[config.mk]
export PLATFORM = sky130hd
export DESIGN_NAME = mem_arbiter
export DESIGN_NICKNAME = d
export VERILOG_FILES = /design/src/rtl/mem_arb_pkg.sv /design/src/rtl/arb_rr2.sv /design/src/rtl/mem_arbiter.sv
export SDC_FILE = /design/constraint.sdc
export NUM_CORES = 1
export LEC_CHECK = 0
export ABC_CLOCK_PERIOD_IN_PS = 3330
export CAP_MARGIN = 15
export CORE_AREA = 4 4 207 209
export DETAILED_ROUTE_END_ITERATION = 8
export DIE_AREA = 0 0 211 213
export RECOVER_POWER = 100
export SLEW_MARGIN = 10
export SYNTH_ARGS = -nofsm -noshare
export SYNTH_HDL_FRONTEND = slang
export SYNTH_SLANG_ARGS = --single-unit
[constraint.sdc]
create_clock -name clk -period 3.33 [get_ports clk]
set_input_delay 0.666 -clock clk [delete_from_list [all_inputs] [get_ports clk]]
set_output_delay 0.666 -clock clk [all_outputs]
set_load 0.01 [all_outputs]
[src/rtl/mem_arb_pkg.sv]
// mem_arb_pkg: shared state/owner types and default widths
// for the IF/LS memory arbiter and its round-robin grant unit.
package mem_arb_pkg;

    localparam int DEF_ADDR_WIDTH = 64;
    localparam int DEF_DATA_WIDTH = 64;

    typedef enum logic [1:0] {
        IDLE,
        REQ,
        WAIT,
        RESP
    } arbState_t;

    typedef enum logic {
        OWN_IF,
        OWN_LS
    } owner_t;

endpackage

[src/rtl/arb_rr2.sv]
// arb_rr2: two-requester round-robin grant with last-grant register.
// Ports: clk, rst (async active-low), reqIf/reqLs in, update in
// (commit current grant), grantIf/grantLs out (combinational, one-hot).
module arb_rr2
    import mem_arb_pkg::*;
(
    input  logic clk,
    input  logic rst,
    input  logic reqIf,
    input  logic reqLs,
    input  logic update,
    output logic grantIf,
    output logic grantLs
);

    owner_t lastGrant;

    // On a conflict the requester that did not win last time wins now.
    always_comb begin
        grantIf = 1'b0;
        grantLs = 1'b0;
        unique case (1'b1)
            (reqIf && !reqLs): grantIf = 1'b1;
            (!reqIf && reqLs): grantLs = 1'b1;
            (reqIf && reqLs): begin
                if (lastGrant == OWN_LS) begin
                    grantIf = 1'b1;
                end else begin
                    grantLs = 1'b1;
                end
            end
            default: ;
        endcase
    end

    // Resetting to LS makes IF the winner of the first conflict.
    always_ff @(posedge clk or negedge rst) begin
        if (!rst) begin
            lastGrant <= OWN_LS;
        end else if (update) begin
            lastGrant <= grantLs ? OWN_LS : OWN_IF;
        end
    end

endmodule

[src/rtl/mem_arbiter.sv]
// mem_arbiter: shares one memory port between fetch (IF) and load/store
// (LS) with a single outstanding transaction (IDLE->REQ->WAIT->RESP).
// Ports: clk, rst (async active-low); if_req_*/if_resp_* fetch side;
// ls_req_*/ls_resp_* load/store side; mem_req_*/mem_resp_* memory side.
module mem_arbiter
    import mem_arb_pkg::*;
#(
    parameter int ADDR_WIDTH = DEF_ADDR_WIDTH,
    parameter int DATA_WIDTH = DEF_DATA_WIDTH
)(
    input  logic                    clk,
    input  logic                    rst,

    input  logic                    if_req_valid,
    output logic                    if_req_ready,
    input  logic [ADDR_WIDTH-1:0]   if_req_addr,
    output logic                    if_resp_valid,
    output logic [DATA_WIDTH-1:0]   if_resp_data,

    input  logic                    ls_req_valid,
    output logic                    ls_req_ready,
    input  logic [ADDR_WIDTH-1:0]   ls_req_addr,
    input  logic                    ls_req_wen,
    input  logic [DATA_WIDTH-1:0]   ls_req_wdata,
    input  logic [DATA_WIDTH/8-1:0] ls_req_wmask,
    output logic                    ls_resp_valid,
    output logic [DATA_WIDTH-1:0]   ls_resp_data,

    output logic                    mem_req_valid,
    input  logic                    mem_req_ready,
    output logic [ADDR_WIDTH-1:0]   mem_req_addr,
    output logic                    mem_req_wen,
    output logic [DATA_WIDTH-1:0]   mem_req_wdata,
    output logic [DATA_WIDTH/8-1:0] mem_req_wmask,
    input  logic                    mem_resp_valid,
    input  logic [DATA_WIDTH-1:0]   mem_resp_data
);

    arbState_t               state;
    owner_t                  owner;
    logic [ADDR_WIDTH-1:0]   addrQ;
    logic                    wenQ;
    logic [DATA_WIDTH-1:0]   wdataQ;
    logic [DATA_WIDTH/8-1:0] wmaskQ;
    logic [DATA_WIDTH-1:0]   respDataQ;
    logic                    memReqValidQ;
    logic                    ifRespValidQ;
    logic                    lsRespValidQ;

    logic idle;
    logic grantIf;
    logic grantLs;
    logic accept;

    // rst gates the ready path so readies drop the instant reset asserts.
    assign idle = rst && (state == IDLE);

    arb_rr2 uArb (
        .clk     (clk),
        .rst     (rst),
        .reqIf   (if_req_valid && idle),
        .reqLs   (ls_req_valid && idle),
        .update  (accept),
        .grantIf (grantIf),
        .grantLs (grantLs)
    );

    // A grant only exists for a valid requester, so grant == handshake.
    assign accept       = grantIf || grantLs;
    assign if_req_ready = grantIf;
    assign ls_req_ready = grantLs;

    always_ff @(posedge clk or negedge rst) begin
        if (!rst) begin
            state        <= IDLE;
            owner        <= OWN_IF;
            addrQ        <= '0;
            wenQ         <= 1'b0;
            wdataQ       <= '0;
            wmaskQ       <= '0;
            respDataQ    <= '0;
            memReqValidQ <= 1'b0;
            ifRespValidQ <= 1'b0;
            lsRespValidQ <= 1'b0;
        end else begin
            ifRespValidQ <= 1'b0;
            lsRespValidQ <= 1'b0;
            unique case (state)
                IDLE: begin
                    if (accept) begin
                        state        <= REQ;
                        memReqValidQ <= 1'b1;
                        owner        <= grantLs ? OWN_LS : OWN_IF;
                        addrQ        <= grantLs ? ls_req_addr : if_req_addr;
                        wenQ         <= grantLs && ls_req_wen;
                        wdataQ       <= grantLs ? ls_req_wdata : '0;
                        wmaskQ       <= grantLs ? ls_req_wmask : '0;
                    end
                end
                REQ: begin
                    if (mem_req_ready) begin
                        state        <= WAIT;
                        memReqValidQ <= 1'b0;
                    end
                end
                WAIT: begin
                    if (mem_resp_valid) begin
                        state        <= RESP;
                        respDataQ    <= mem_resp_data;
                        ifRespValidQ <= (owner == OWN_IF);
                        lsRespValidQ <= (owner == OWN_LS);
                    end
                end
                RESP: begin
                    state <= IDLE;
                end
                default: begin
                    state <= IDLE;
                end
            endcase
        end
    end

    assign mem_req_valid = memReqValidQ;
    assign mem_req_addr  = addrQ;
    assign mem_req_wen   = wenQ;
    assign mem_req_wdata = wdataQ;
    assign mem_req_wmask = wmaskQ;

    assign if_resp_valid = ifRespValidQ;
    assign ls_resp_valid = lsRespValidQ;
    assign if_resp_data  = respDataQ;
    assign ls_resp_data  = respDataQ;

endmodule

==> out/results.txt <==
Max-Cap Viols: 2
Max Root-Sink Buffers: 3
First-pass DRT Iterations: 4
switching share of total power: 0.327
largest net degree at the start of global routing: 153
synth top area cells: dfrtp_1 (61%), mux2_2 (8.6%), a221o_1 (7.5%)
gr usage total: 0.135
Min-Delay Startpoint: owner
hold depth: 1
Final Setup Violations: 0
Critical R2R Launch: state[0]
Synth area leader: dfrtp_1
Worst R2R Path Depth: 5
crit path max fanout: 5
Cells after Synth: 615
average cell area after synthesis: 13.8 sq um
gpl congestion: 0.749
Worst-path clk slew: 60 ps
global-route track usage on met3: 0.0464
GR Layer Usage met2: 0.243
Leak: 0.00674 uW
WL/cell: 20.1 microns
worst reg2reg endpoint: if_resp_data[34]
share of cells above drive strength 1: 0.108
mapped cell area: 0.00850 sq mm
Clock Latency Late Sink: 530 ps
Max VDD drop: 0.300 mV
# DRC: 0
Warnings, synthesis: 0
Yosys cell types: 23
DR vias/cell: 4.36
type of the worst min-delay path: reg2reg
PortBufs: 540
Max Transition Viols Final: 215
Detailed Place HPWL: 24.2 mm
Internal Power: 8510 uW
violated checks: max-capacitance violations, max-slew violations
Final Cycle Share: 0.928
Inst Count DP: 1,583
post-route ant nets: 0
Synth Register Bits: 208
first-pass GRT wire length: 47.3 mm
routed wire length: 32.6 mm
CP Launch Type: flop
antenna violations before repair: 3
pwr/cell area: 856 mW/mm^2
Syn Nets: 890
Crit Path Class: reg2out
most frequent cell after synthesis: dfrtp_1
R2R setup slack: 480 ps
# nets final: 1,353
Worst Skew: 11.0 ps
Final Hold Vio Count: 0
clock share of power: 0.215
CTS sink count: 208
Top Usage Layer GRT: met2
CP Data Arrival Time: 2430 ps
row cnt: 74
fmax: 0.323 GHz
DRT iter0 DRCs: 352
register area share after synthesis: 0.613
Slew HR: -0.458
area grow syn2layout: 74.0%
RSZ-0062 raised after global routing: no
Setup TNS Final: 0 ps
asr flop ratio synth: 1.00
met1 usage: 0.151
vias in the first global route: 7,558
post-CTS setup buffers: 0
top-area cell type share of the netlist area: 0.610
Die Y: 213 microns
fin crit period: 3090 ps
CP Data Required Time: 2660 ps
CTS buffer count: 25
status: complete, but fails checks
# H-tree levels: 1
number of synthesized flops with an enable pin: 0
core area: 0.0408 sq mm
num ports: 541
Die ar.: 0.0449 sq mm
CP endpoint kind: primary output
Die Span X: 211 microns
worst slew pin tran: 2190 ps
TritonCTS clock tree: built
worst hold endpoint: if_resp_valid
CTS Root Cell: clkbuf_16
Finished Layout Cells: 1,627
starting density of the core: 0.208
fill count: 4,001
Seq pwr share: 0.347
final global-route overflow total: 0
combinational fraction of design power: 0.438
Synth top cells by count: dfrtp_1 (207), a22o_1 (73), and3_1 (65), mux2_2 (65)
Vias: 7,089
Synth Flop Type: dfrtp_1
Switching Power: 4150 uW
critical path, stage by stage, from the launching register on:
cell and delay, ps:
dfrtp_1 380, inv_1 130, ha_1 320, and3_2 250, and2_2 230, clkdlybuf4s50_1 580
power groups by stage:
stage | combinational (uW) | clock [uW] | sequential, uW
final | 5550 | 2720 | 4390
after global routing | 5930 | 2900 | 4540
after CTS | 6220 | 2810 | 4480
after detailed placement | 6220 | 0 | 4470
after global placement | 6140 | 0 | 4470
after floorplan | 2360 | 0 | 4810
area by class of cell:
type | instances | area (sq um) | share of cell area
repair buffers | 551 | 5490 | 0.371
multi-input cells | 287 | 2600 | 0.176
clock buffers | 37 | 721 | 0.0487
diodes | 2 | 5.00 | 0.000339
well taps | 532 | 666 | 0.0450
inverters | 5 | 18.8 | 0.00127
flip-flops and latches | 208 | 5210 | 0.352
clock inverters | 5 | 82.6 | 0.00559
layer usage:
layer / vias up / part of all wire
met5: - / 0.00040
met4: 2 / 0.024
met3: 46 / 0.098
met2: 373 / 0.51
met1: 3474 / 0.36
li1: 3194 / -
worst max path at each step:
stage            startpoint      endpoint  slack (ps)  cells past startpoint
6_report           state[0]  if_req_ready         240                      5
5_1_grt            state[0]  if_req_ready         110                      5
4_1_cts            state[0]  if_req_ready         0.4                      5
3_5_place_dp   if_req_valid  if_req_ready         270                      4
3_3_place_gp   if_req_valid  if_req_ready         270                      4
2_1_floorplan  ls_req_valid  if_req_ready        1280                      4
placed cells by master, fill, tap and decap left out, types with 3 or more instances in the layout:
cell type and n:
buf_4 5, clkbuf_2 3, dlygate4sd3_1 269, clkbuf_1 8, and3_1 64, a221o_1 64, clkbuf_8 5, clkdlybuf4s50_1 270
a22o_1 73, inv_1 5, dfrtp_1 207, mux2_2 65, nor2_1 3, clkbuf_16 25, ha_1 4
repair_timing:
action | 4_1_cts | 5_1_grt
resized for setup | 0 | 1
endpoints found under the setup margin | 0 | 1
hold buffers | 0 | 0
endpoints found under the hold margin | 0 | 0
per-stage QoR:
stage	instance area (sq um)	power (uW)	setup WS (ps)	util	hold slack, ps
after floorplan	8500	7170	1280	-	370
after global placement	14000	10600	268	0.344	418
after global routing	14800	13400	107	0.362	434
after CTS	14800	13500	0.447	0.363	318
after detailed placement	14000	10700	274	0.344	413
final	14800	12700	238	0.362	423
cell families (layout without fill, tap and decap cells):
group	count (synthesis)	after routing	synth area share
AOI/OAI and AO/OA	143	143	0.156
buffers and inverters	120	598	0.0845
and+or+nand+nor	73	73	0.0521
muxes	67	67	0.0885
adders and majority gates	4	4	0.00589
other	0	2	0
DFF	208	208	0.613
sequential cells by signal, summed over array words and instances (netlist names), 2 cells and up:
signal	cells
if_resp_data	64
mem_req_addr	64
mem_req_wdata	64
mem_req_wmask	8
state	2
(Power assumes the default switching activity.)
